==> config.mk <==
export PLATFORM = sky130hd
export DESIGN_NAME = run_monitor
export DESIGN_NICKNAME = d
export VERILOG_FILES = /design/src/rtl/run_monitor_pkg.sv /design/src/rtl/sat_counter.sv /design/src/rtl/run_monitor.sv
export SDC_FILE = /design/constraint.sdc
export NUM_CORES = 1
export LEC_CHECK = 0
export BUFFER_PORTS_ARGS = -buffer_cell sky130_fd_sc_hd__buf_2
export CAP_MARGIN = 20
export CELL_PAD_IN_SITES_DETAIL_PLACEMENT = 1
export CELL_PAD_IN_SITES_GLOBAL_PLACEMENT = 2
export CORE_UTILIZATION = 32
export DETAILED_ROUTE_END_ITERATION = 7
export GPL_ROUTABILITY_DRIVEN = 0
export PLACE_DENSITY_LB_ADDON = 0.1
export SLEW_MARGIN = 20
export SYNTH_ARGS = -nofsm -noshare
export SYNTH_HDL_FRONTEND = slang
export SYNTH_HIERARCHICAL = 1
export SYNTH_SLANG_ARGS = --single-unit
==> constraint.sdc <==
create_clock -name clk -period 2.3 [get_ports clk]
set_clock_uncertainty 0.05 [all_clocks]
set_input_delay 0 -clock clk [delete_from_list [all_inputs] [get_ports clk]]
set_output_delay 0 -clock clk [all_outputs]
set_load 0.03 [all_outputs]
==> src/rtl/run_monitor_pkg.sv <==
// Shared types for the run supervisor: FSM phase and end-of-run cause encoding.
package run_monitor_pkg;

  typedef enum logic [1:0] {HOLD, RUN, DONE} rm_state_t;

  typedef enum logic [1:0] {
    CAUSE_NONE,
    CAUSE_TIMEOUT,
    CAUSE_STALL,
    CAUSE_HALT
  } cause_t;

endpackage

==> src/rtl/sat_counter.sv <==
// Saturating up-counter with synchronous clear (clear wins over increment)
// and asynchronous active-high reset.
module sat_counter #(
  parameter int WIDTH = 16
) (
  input  logic             clk,
  input  logic             reset,
  input  logic             clr_i,
  input  logic             inc_i,
  output logic [WIDTH-1:0] count_o
);

  logic [WIDTH-1:0] count_q, count_d;

  always_comb begin
    count_d = count_q;
    if (clr_i) begin
      count_d = '0;
    end else if (inc_i && (count_q != {WIDTH{1'b1}})) begin
      count_d = count_q + 1'b1;
    end
  end

  always_ff @(posedge clk or posedge reset) begin
    if (reset) begin
      count_q <= '0;
    end else begin
      count_q <= count_d;
    end
  end

  assign count_o = count_q;

endmodule

==> src/rtl/run_monitor.sv <==
// Run supervisor for the multicycle core: reset pulse, run/transition/stall counting, sticky done + cause.
// Define RUN_MONITOR_HIST_EN to add per-state entry counters read through hist_sel/hist_count.
module run_monitor
  import run_monitor_pkg::*;
#(
  parameter int CNT_WIDTH   = 16,
  parameter int STATE_WIDTH = 4,
  parameter int MAX_CYCLES  = 1000,
  parameter int STALL_LIMIT = 64,
  parameter int RST_HOLD    = 2
) (
  input  logic                   clk,
  input  logic                   reset,
  input  logic [STATE_WIDTH-1:0] state_in,
  input  logic                   halt_req,
  input  logic                   clear,
`ifdef RUN_MONITOR_HIST_EN
  input  logic [STATE_WIDTH-1:0] hist_sel,
  output logic [CNT_WIDTH-1:0]   hist_count,
`endif
  output logic                   core_reset,
  output logic                   running,
  output logic                   done,
  output logic [1:0]             done_cause,
  output logic [CNT_WIDTH-1:0]   cycle_count,
  output logic [CNT_WIDTH-1:0]   trans_count,
  output logic [STATE_WIDTH-1:0] last_state
);

  localparam int HW = (RST_HOLD > 1) ? $clog2(RST_HOLD) : 1;

  rm_state_t              state_q, state_d;
  cause_t                 cause_q, cause_d;
  logic [STATE_WIDTH-1:0] last_q, last_d;
  logic [HW-1:0]          hold_cnt;
  logic [CNT_WIDTH-1:0]   cyc_cnt, trans_cnt, stall_cnt;
  logic [CNT_WIDTH-1:0]   cyc_nxt, stall_nxt;
  logic                   in_run, first_cyc, changed, hit_timeout, hit_stall;

  // cycle_count only reads zero on the first RUN cycle, so it doubles as the "no previous state" flag
  assign in_run    = (state_q == RUN);
  assign first_cyc = (cyc_cnt == '0);
  assign changed   = in_run && !first_cyc && (state_in != last_q);

  assign cyc_nxt     = (cyc_cnt == {CNT_WIDTH{1'b1}}) ? cyc_cnt : cyc_cnt + 1'b1;
  assign stall_nxt   = changed ? '0 :
                       ((stall_cnt == {CNT_WIDTH{1'b1}}) ? stall_cnt : stall_cnt + 1'b1);
  assign hit_timeout = (MAX_CYCLES != 0) && (32'(cyc_nxt) == 32'(MAX_CYCLES));
  assign hit_stall   = (STALL_LIMIT != 0) && (32'(stall_nxt) == 32'(STALL_LIMIT));

  sat_counter #(.WIDTH(HW)) u_hold (
    .clk(clk), .reset(reset), .clr_i(clear || (state_q != HOLD)),
    .inc_i(state_q == HOLD), .count_o(hold_cnt)
  );

  sat_counter #(.WIDTH(CNT_WIDTH)) u_cycle (
    .clk(clk), .reset(reset), .clr_i(clear), .inc_i(in_run), .count_o(cyc_cnt)
  );

  sat_counter #(.WIDTH(CNT_WIDTH)) u_trans (
    .clk(clk), .reset(reset), .clr_i(clear), .inc_i(changed), .count_o(trans_cnt)
  );

  sat_counter #(.WIDTH(CNT_WIDTH)) u_stall (
    .clk(clk), .reset(reset), .clr_i(clear || changed), .inc_i(in_run), .count_o(stall_cnt)
  );

  always_comb begin
    state_d = state_q;
    cause_d = cause_q;
    last_d  = last_q;
    if (clear) begin
      state_d = HOLD;
      cause_d = CAUSE_NONE;
      last_d  = '0;
    end else begin
      case (state_q)
        HOLD: begin
          if (hold_cnt == HW'(RST_HOLD - 1)) state_d = RUN;
        end
        RUN: begin
          last_d = state_in;
          if (halt_req) begin
            state_d = DONE;
            cause_d = CAUSE_HALT;
          end else if (hit_timeout) begin
            state_d = DONE;
            cause_d = CAUSE_TIMEOUT;
          end else if (hit_stall) begin
            state_d = DONE;
            cause_d = CAUSE_STALL;
          end
        end
        default: ;
      endcase
    end
  end

  always_ff @(posedge clk or posedge reset) begin
    if (reset) begin
      state_q <= HOLD;
      cause_q <= CAUSE_NONE;
      last_q  <= '0;
    end else begin
      state_q <= state_d;
      cause_q <= cause_d;
      last_q  <= last_d;
    end
  end

`ifdef RUN_MONITOR_HIST_EN
  localparam int NS = 1 << STATE_WIDTH;

  logic [CNT_WIDTH-1:0] hist_cnt [NS];
  logic                 hist_hit;

  // A state is "entered" on every transition and also on the very first RUN cycle
  assign hist_hit = in_run && (first_cyc || changed);

  for (genvar g = 0; g < NS; g++) begin : g_hist
    sat_counter #(.WIDTH(CNT_WIDTH)) u_hist (
      .clk(clk), .reset(reset), .clr_i(clear),
      .inc_i(hist_hit && (state_in == STATE_WIDTH'(g))), .count_o(hist_cnt[g])
    );
  end

  assign hist_count = hist_cnt[hist_sel];
`endif

  assign core_reset  = (state_q != RUN);
  assign running     = in_run;
  assign done        = (state_q == DONE);
  assign done_cause  = cause_q;
  assign cycle_count = cyc_cnt;
  assign trans_count = trans_cnt;
  assign last_state  = last_q;

endmodule

==> results.md, run 1 <==
* Max Cap Viol at 0
* Layout Nets at ~590
* Starting Density at 33.0%
* Leak at ~2.1 nW
* H-tree levels at 3
* Vias at between 4000 and 5000
* Most frequent cells in the layout: dfrtp_1, buf_4, buf_2, a21oi_1, nand2_1
* IO Pins at 49
* First-pass iteration count of the detailed router at 4
* RSZ-0062 raised after global routing: yes
* TritonCTS clock tree: done
* Ys async rst share at 100%
* Commonest non-fill, non-tap cell in the layout: dfrtp_1
* CP endpoint kind: flip-flop
* Clock transition at the registers of the reported paths at 50 ps
* FF-to-FF setup slack at -20 ps
* Cell Area, Placed at ~0.0048 mm2
* Clock Latency Late Sink at 340 ps
* Max stage delay on crit path at around 430 ps
* Clk sink count at 57
* Residual DRC count at 0
* Yosys Warn Count at 6
* Slew HR at roughly half
* Startpoint Class: flip-flop
* Synth unique cells at 60
* Data required time of the worst path at around 2500 ps
* Cell at the slowest stage of the critical path: or4_4
* Layout cells sized above 1 at 29.0%
* Final Util at 43.5%
* R2R cell count at 10
* Cell area power density at between 500 and 600 mW/mm2
* Global-route wire length before repair at about 22 mm
* Vias in the first global route at 4277
* Routed wire length at about 13 mm
* Crit Path Category: flip-flop to flip-flop
* DP Wirelength at 9.55 mm
* Core area at about 0.012 mm2
* DRC marker count from the first detailed-route iteration at 190
* Crit path from: u_cycle/count_o[0]
* Main synth FF type: dfrtp_1
* Worst Setup EP: u_trans/count_o[12]
* Cells after Synth at between 400 and 500
* Die width at 114 um
* Num CTS Buffers at 9
* Yosys reg bits at 57
* Final period util at 101%
* Total gr overflow at 0
* IO buf count at 48
* Hold WS at 44.8 ps
* Register area share after synthesis at a little over a third
* Mapped Area at between 0.003 and 0.004 mm2
* Post-DRT Antenna Nets at 0
* Routed len/inst at about 18 um
* Failing checks: negative setup slack
* DIE AREA at about 0.013 mm2
* Crit-path max FO at 6
* Via density at approximately 5.6
* Mapped Nets at roughly 480
* Die height at 114 um
* Reg-to-reg endpoint: u_trans/count_o[12]
* Status: finished, violations left
* Worst Tran Pin Value at 748 ps
* Peak VDD IR at 0.320 mV
* Slew Limit Fails at 0
* Fmax at approximately 0.43 GHz
* Tot GR Track Use at 21.5%
* R2r startpoint: u_cycle/count_o[0]
* Clock Tree Buf Depth at 2
* Final instance area at approximately 0.0053 mm2
* Hold crit path type: input pin to async pin
* Layout area overhead at 31.9%
* Arr. time, crit path at roughly 2500 ps
* Antenna Diode Count at 0
* EDFF count, synth at 0
* Rows at 40
* Tmin final at approximately 2300 ps
* Avg Cell Area, Syn at 8.62 um2
* Fin worst setup slack at -23.9 ps
* Final hold viol count at 0
* Largest net degree at the start of global routing at 43
* Root Buffer Master: clkbuf_16
* # setup viols final at 1
* CP Cell Sequence: inv_2 > ha_2 > nor3b_1 > nand4_1 > and3_4 > buf_6 > nand3_2 > or4_4 > or3_4 > a21oi_2
* Initial antenna violation count at 0
-- cell families after synthesis --
family | share of synthesized area [%]
flip-flops | 35.7
AO/OA/AOI/OAI | 18.1
XOR/XNOR | 2.41
multiplexers | 3.19
adder cells (fa/ha/maj) | 1.88
buffers and inverters | 4.22
AND/OR/NAND/NOR | 34.5
-- synthesized netlist by cell type (6+ instances only) --
library cell / number / area [um2]
a21oi_1: 45 / 225
o41ai_1: 6 / 52.6
nand2_1: 34 / 128
o31ai_1: 15 / 113
nor4_1: 17 / 106
or4_1: 18 / 135
nor2b_1: 12 / 75.1
inv_1: 17 / 63.8
mux2i_1: 6 / 60.1
a31oi_1: 8 / 50.1
nor3_1: 15 / 75.1
nand2b_1: 6 / 37.5
nand4_1: 22 / 138
mux2_2: 6 / 67.6
xnor2_1: 9 / 78.8
dfrtp_1: 57 / 1430
or3_1: 21 / 131
nand3_1: 34 / 170
nor2_1: 18 / 67.6
ha_1: 6 / 75.1
o21ai_0: 17 / 85.1
-- flip-flops by register name (all words and copies together) (netlist names) --
register         count
done_cause           2
state_q              2
u_trans/count_o     16
last_state           4
u_stall/count_o     16
u_hold/count_o       1
u_cycle/count_o     16
-- worst min path at each step --
stage	start	end	slack [ps]	cells past startpoint
after floorplan	reset	u_hold/count_o	-320	1
after global placement	reset	u_hold/count_o	-160	2
after detailed placement	reset	u_hold/count_o	-160	2
after CTS	reset	u_hold/count_o	30	3
after global routing	reset	u_hold/count_o	50	3
final	reset	u_hold/count_o	40	3
-- worst max-delay path: cells and delay by family (launching register included) --
kind                       cells  cell delay (ps)
AOI/OAI and AO/OA              1              130
adders and majority gates      1              170
buffers and inverters          2              160
DFF                            1              360
and+or+nand+nor                6             1380
-- metal layers --
layer  share of wire, %  GRT usage [%]  routed length, um
met5                  0              0                  0
met4                1.6           6.67                214
met3                2.8           5.21                362
met2                 51           37.8               6610
met1                 45           26.0               5880
-- area by class of cell --
cell class / count / area, um2
Fill cell: 1456 / 6840
Multi-Input combinational cell: 373 / 2520
Sequential cell: 57 / 1430
Timing Repair Buffer: 111 / 747
Clock buffer: 12 / 256
Tap cell: 168 / 210
Inverter: 19 / 71.3
Clock inverter: 3 / 40.0
-- metrics by stage --
step	std cells	total power, mW	setup slack, ps	setup TNS (ps)
2_1_floorplan	464	1.33	-202	-454
3_3_place_gp	718	1.46	20.1	0
3_5_place_dp	718	1.48	-97.4	-290
4_1_cts	740	2.88	0.805	0
5_1_grt	743	2.96	-103	-426
6_report	743	2.84	-23.9	-23.9
-- power by group --
part	switching, mW	internal (mW)	leakage, nW
Sequential	0.0287	1.04	0.788
Clock	0.475	0.887	0.148
Combinational	0.252	0.159	1.15
-- repair_timing --
item / CTS / global route
gates cloned: 0 / 0
pin swaps: 5 / 13
hold buffers: 7 / 0
setup buffers: 0 / 3
resized for setup: 2 / 17
hold endpoints to repair: 65 / 0
endpoints found under the setup margin: 4 / 8
Power figures use the tool's default switching activity.
==> run 2, diff against run 1 <==
--- a/config.mk
+++ b/config.mk
@@ -9,11 +9,11 @@
 export CAP_MARGIN = 20
 export CELL_PAD_IN_SITES_DETAIL_PLACEMENT = 1
 export CELL_PAD_IN_SITES_GLOBAL_PLACEMENT = 2
-export CORE_UTILIZATION = 32
+export CORE_ASPECT_RATIO = 0.7
+export CORE_UTILIZATION = 38
 export DETAILED_ROUTE_END_ITERATION = 7
 export GPL_ROUTABILITY_DRIVEN = 0
 export PLACE_DENSITY_LB_ADDON = 0.1
-export SLEW_MARGIN = 20
 export SYNTH_ARGS = -nofsm -noshare
 export SYNTH_HDL_FRONTEND = slang
 export SYNTH_HIERARCHICAL = 1
==> constraint.sdc (replaced) <==
create_clock -name clk -period 2.9 [get_ports clk]
set_clock_uncertainty 0.05 [all_clocks]
set_input_delay 0 -clock clk [delete_from_list [all_inputs] [get_ports clk]]
set_output_delay 0 -clock clk [all_outputs]
set_load 0.03 [all_outputs]
==> run 2 against run 1 <==
  * The run now ends clean
  * Sequential cell count stayed put
  * Cell area down 8.1%
  * Via count is 0.29% lower
  * Global-route usage is 3.0 points higher
  * Hold slack got worse by 28 ps
  * Total power shrank 21%
  * Final cell count down 9.8%
  * Die area shrank 15%
  * Maximum frequency shrank 6.1%
  * Register-to-register slack improved by 450 ps
  * Critical endpoint is now u_trans/count_o[13]
  * Largest cell class unchanged
  * Highest routed layer unchanged
==> results.md, run 2 (same netlist as run 1, synthesis figures left out) <==
* Most frequent cells in the layout: dfrtp_1, buf_2, a21oi_1, nand3_1, nand2_1
* Peak VDD IR at about 0.27 mV
* Num CTS Buffers at 9
* Via density at slightly above 6
* Die height at around 88 um
* Total gr overflow at 0
* Routed len/inst at around 19 um
* Final hold viol count at 0
* Largest net degree at the start of global routing at 34
* FF-to-FF setup slack at around 430 ps
* Crit Path Category: flip-flop to flip-flop
* TritonCTS clock tree: done
* Global-route wire length before repair at between 20 and 25 mm
* Rows at 30
* Die width at roughly 120 um
* Post-CTS Setup Bufs at 0
* Clock transition at the registers of the reported paths at 50 ps
* Layout Nets at approximately 550
* Hold Crit Start: clear
* Cell area power density at approximately 460 mW/mm2
* First-pass iteration count of the detailed router at 5
* Clk sink count at 57
* CP endpoint kind: flip-flop
* DIE AREA at approximately 0.011 mm2
* Clock Tree Buf Depth at 2
* Crit-path max FO at 6
* DP Wirelength at around 9.2 mm
* Core area at around 0.0099 mm2
* DRC marker count from the first detailed-route iteration at between 200 and 300
* Fmax at a little over 0.4 GHz
* R2R cell count at 9
* Commonest non-fill, non-tap cell in the layout: dfrtp_1
* Root Buffer Master: clkbuf_16
* Post-DRT Antenna Nets at 0
* Initial antenna violation count at 0
* Layout area overhead at 21.2%
* Status: finished clean
* Vias in the first global route at 3982
* CTS resizes at 0
* RSZ-0062 raised after global routing: no
* Final period util at roughly 85%
* R2r startpoint: u_cycle/count_o[0]
* Routed wire length at 13.0 mm
* Starting Density at between 40% and 50%
* Hold crit path type: input pin to flip-flop
* Final Util at approximately 50%
* Tot GR Track Use at around a quarter
* TNS Setup at 0 ps
* Tmin final at between 2000 and 2500 ps
* Vias at around 4100
* Slew Limit Fails at 0
* Crit path from: u_cycle/count_o[0]
* IO Pins at 49
* # setup viols final at 0
* Worst Tran Pin Value at 784 ps
* IO buf count at 48
* Residual DRC count at 0
* Startpoint Class: flip-flop
* Layout cells sized above 1 at 21.0%
* Worst Setup EP: u_trans/count_o[13]
* Max Cap Viol at 0
* Clock Latency Late Sink at about 340 ps
* Arr. time, crit path at about 2700 ps
* Reg-to-reg endpoint: u_trans/count_o[13]
* H-tree levels at 3
* Antenna Diode Count at 0
* Leak at 1.90 nW
* Data required time of the worst path at 3100 ps
* Slew HR at 47.7%
## run 2: report_power, final
group	switching [mW]	internal, mW	total (mW)
Clock	0.384	0.734	1.12
Combinational	0.188	0.0968	0.285
Sequential	0.0284	0.821	0.849
Total	0.601	1.65	2.25
## run 2: repair_timing
item | in CTS | in global routing
hold buffers | 6 | 0
setup endpoints to repair | 0 | 0
hold endpoints to repair | 62 | 0
## run 2: worst min path at each step
stage | end | depth (start not counted)
6_report | u_trans/count_o[4] | 2
5_1_grt | u_trans/count_o[4] | 2
4_1_cts | u_trans/count_o[4] | 2
3_5_place_dp | u_hold/count_o | 2
3_3_place_gp | u_hold/count_o | 2
2_1_floorplan | u_hold/count_o | 1
## run 2: area by class of cell
| class | instances | area, um2 |
|---|---|---|
| sequential | 57 | 1430 |
| clock inverter | 2 | 35.0 |
| fill | 1190 | 5100 |
| timing repair buffer | 77 | 473 |
| tap | 128 | 160 |
| clock buffer | 14 | 274 |
| multi-input combinational | 373 | 2410 |
| inverter | 19 | 71.3 |
## run 2: metal layers
layer | GRT usage, % | up-vias | wire (um)
met5 | 0 | - | 0
met4 | 6.02 | 0 | 103
met3 | 5.68 | 9 | 717
met2 | 37.0 | 111 | 5470
met1 | 35.3 | 2064 | 6730
li1 | - | 1955 | -
## run 2: stage by stage
| step | cell area [um2] | hold slack [ps] | instances | total power, mW | setup WS [ps] |
|---|---|---|---|---|---|
| after detailed placement | 4480 | -156 | 648 | 1.14 | 451 |
| final | 4850 | 16.6 | 670 | 2.25 | 425 |
| after CTS | 4850 | 16.0 | 670 | 2.27 | 414 |
| after global routing | 4850 | 39.2 | 670 | 2.33 | 213 |
| after floorplan | 4000 | -321 | 464 | 1.05 | 156 |
| after global placement | 4480 | -163 | 648 | 1.13 | 517 |
## run 2: worst max-delay path: stages, from the launching register on
cell,delay (ps)
dfrtp_1,350
inv_2,40
ha_1,180
nor3b_1,130
nand4_1,120
and3_1,200
nand3_1,210
or4_4,510
or4_1,410
a21oi_1,190
==> run 3, diff against run 2 <==
--- a/config.mk
+++ b/config.mk
@@ -5,12 +5,13 @@
 export SDC_FILE = /design/constraint.sdc
 export NUM_CORES = 1
 export LEC_CHECK = 0
+export ABC_AREA = 1
 export BUFFER_PORTS_ARGS = -buffer_cell sky130_fd_sc_hd__buf_2
 export CAP_MARGIN = 20
 export CELL_PAD_IN_SITES_DETAIL_PLACEMENT = 1
 export CELL_PAD_IN_SITES_GLOBAL_PLACEMENT = 2
 export CORE_ASPECT_RATIO = 0.7
-export CORE_UTILIZATION = 38
+export CORE_UTILIZATION = 35
 export DETAILED_ROUTE_END_ITERATION = 7
 export GPL_ROUTABILITY_DRIVEN = 0
 export PLACE_DENSITY_LB_ADDON = 0.1
==> run 3 against run 2 <==
  * Non-clock buffer count fell by 4
  * Maximum frequency shrank 3.9%
  * Clock power is 8% lower
  * Hold slack improved by 40 ps
  * Sequential cell count did not move
  * Critical path type unchanged
  * First-iteration DRC count rose by 24%
  * Final cell count increased by 78%
  * Via count up 52%
  * Cell area rose by 31%
  * Clock-buffer cell count shrank 5
==> results.md, run 3 <==
* Starting Density at a little over a third
* Fin worst setup slack at about 330 ps
* Commonest cells post-synth: nand2_1, nor2_1, inv_1, nand3_1, dfrtp_1
* Peak VDD IR at about 0.22 mV
* IO buf count at between 40 and 50
* Rows at 37
* R2r startpoint: u_cycle/count_o[1]
* Layout cells sized above 1 at between 10 and 15%
* RSZ-0062 raised after global routing: no
* Routed len/inst at 16.9 um
* Leak at between 3 and 4 nW
* Most frequent cells in the layout: nand2_1, nor2_1, inv_1, nand3_1, dfrtp_1
* Main synth FF type: dfrtp_1
* Initial antenna violation count at 0
* Status: finished clean
* Post-CTS Setup Bufs at 0
* Final hold viol count at 0
* Final period util at slightly below 90%
* Synth top area share at 26.0%
* Pre-CTS setup slack at roughly 340 ps
* Arr. time, crit path at around 2700 ps
* Die height at 107 um
* Power Total at about 2.7 mW
* Slew Limit Fails at 0
* EDFF count, synth at 0
* Most frequent cell after synthesis: nand2_1
* DP Wirelength at between 15 and 20 mm
* Clock transition at the registers of the reported paths at 60 ps
* CP endpoint kind: flip-flop
* Fmax at approximately 0.39 GHz
* Die width at approximately 150 um
* Largest net degree at the start of global routing at 17
* Mapped Nets at 939
* Data required time of the worst path at about 3100 ps
* Tot GR Track Use at a little over a quarter
* DIE AREA at ~0.016 mm2
* Vias at 6273
* Max Cap Viol at 0
* Max stage delay on crit path at 550 ps
* Synth unique cells at 33
* Total gr overflow at 0
* Crit-path leading delay family: simple AND/OR/NAND/NOR gates
* Layout Nets at around 1000
* Cells after Synth at 925
* Cell at the slowest stage of the critical path: dfrtp_1
* Post-DRT Antenna Nets at 0
* Crit Path Category: flip-flop to flip-flop
* DRC marker count from the first detailed-route iteration at 350
* Yosys reg bits at between 50 and 60
* CP Cell Sequence: ha_1 > nand2_2 > nor2_4 > nand2_4 > nor2_8 > inv_4 > nand2_2 > nand2_1 > nand3b_1 > nor2_1 > nand3_1 > nand3_2 > nand2_2 > nand2_1 > nand2_1
* Ys async rst share at 100%
* Startpoint Class: flip-flop
* TNS Setup at 0 ps
* Global-route wire length before repair at 33.1 mm
* H-tree levels at 3
* Synth area leader: dfrtp_1
* CP bufs+invs at 1
* Routed wire length at 20.2 mm
* CTS resizes at 0
* Register area share after synthesis at roughly 26%
* Hold crit path type: input pin to async pin
* R2R cell count at 15
* Crit-path max FO at 11
* Via density at approximately 5.2
* Core area at approximately 0.015 mm2
* # setup viols final at 0
* Top post-synthesis cells by area: dfrtp_1, nand2_1, nor2_1
* Yosys Warn Count at 6
* Num CTS Buffers at 9
* Slew HR at between 40 and 50%
* Fill cell count at between 2000 and 2500
* FF-to-FF setup slack at about 330 ps
* Clk sink count at 57
* Mapped Area at between 0.005 and 0.006 mm2
* Vias in the first global route at roughly 6200
* Worst Tran Pin Value at a little under 800 ps
* Avg Cell Area, Syn at roughly 5.9 um2
* Cell area power density at 430 mW/mm2
* First-pass iteration count of the detailed router at 5
* Commonest non-fill, non-tap cell in the layout: nand2_1
* Layout area overhead at 15.9%
* Residual DRC count at 0
* Clock Latency Late Sink at between 300 and 400 ps
* IO Pins at about 50
* Tmin final at approximately 2600 ps
* Antenna Diode Count at 0
* Root Buffer Master: clkbuf_16
* Reg-to-reg endpoint: state_q[1]
* TritonCTS clock tree: done
* Clock Tree Buf Depth at 2
run 3: routing by layer:
layer / global-route usage, % / up-vias / wire length, um
li1: - / 3067 / -
met1: 40.5 / 3048 / 10600
met2: 37.1 / 145 / 8270
met3: 6.21 / 13 / 1260
met4: 5.59 / 0 / 156
met5: 0 / - / 0
run 3: kinds of logic after synthesis:
| kind of cell | Yosys count | synth area share [%] |
|---|---|---|
| AO/OA/AOI/OAI | 26 | 2.60 |
| AND/OR/NAND/NOR | 687 | 57.4 |
| buffers and inverters | 130 | 9.63 |
| XOR/XNOR | 19 | 3.03 |
| flip-flops | 57 | 26.0 |
| adder cells (fa/ha/maj) | 6 | 1.37 |
run 3: worst register-to-register path: stages (launching register included):
cell      delay [ps]
dfrtp_1          550
ha_1             290
nand2_2           90
nor2_4           190
nand2_4          100
nor2_8           190
inv_4             90
nand2_2          120
nand2_1           60
nand3b_1         160
nor2_1           120
nand3_1          100
nand3_2          120
nand2_2           70
nand2_1           80
nand2_1           70
run 3: repair_timing:
item                                   in CTS  in global routing
hold buffers                                5                  0
endpoints found under the hold margin      61                  0
setup endpoints to repair                   0                  0
run 3: where the power goes:
part	total (mW)	switching, mW	internal (mW)
Combinational	0.790	0.573	0.216
Sequential	0.917	0.0675	0.850
Clock	1.03	0.444	0.584
run 3: how the worst max path moves through the flow:
stage	cells after the start	from	endpoint	slack [ps]
2_1_floorplan	14	u_cycle/count_o[0]	u_trans/count_o[12]	540
3_3_place_gp	15	u_cycle/count_o[1]	state_q[1]	440
3_5_place_dp	15	u_cycle/count_o[1]	state_q[1]	340
4_1_cts	15	u_cycle/count_o[1]	state_q[1]	310
5_1_grt	12	u_cycle/count_o[1]	done_cause[1]	10
6_report	15	u_cycle/count_o[1]	state_q[1]	330
run 3: final cells by class:
type / instances / area (um2) / share of cell area, %
clock buffer: 9 / 225 / 3.54
clock inverter: 7 / 53.8 / 0.845
inverter: 116 / 438 / 6.88
multi-input combinational: 738 / 3540 / 55.6
sequential: 57 / 1430 / 22.4
tap: 195 / 244 / 3.83
timing repair buffer: 73 / 440 / 6.92
run 3: stage by stage:
stage	hold WS [ps]	utilization (%)	instance area [um2]	cells
final	56.7	42.4	6370	1195
after global routing	68.8	42.4	6370	1195
after CTS	37.1	42.4	6370	1195
after detailed placement	-153	40.2	6040	1174
after global placement	-150	40.2	6040	1174
after floorplan	-321	-	5490	925
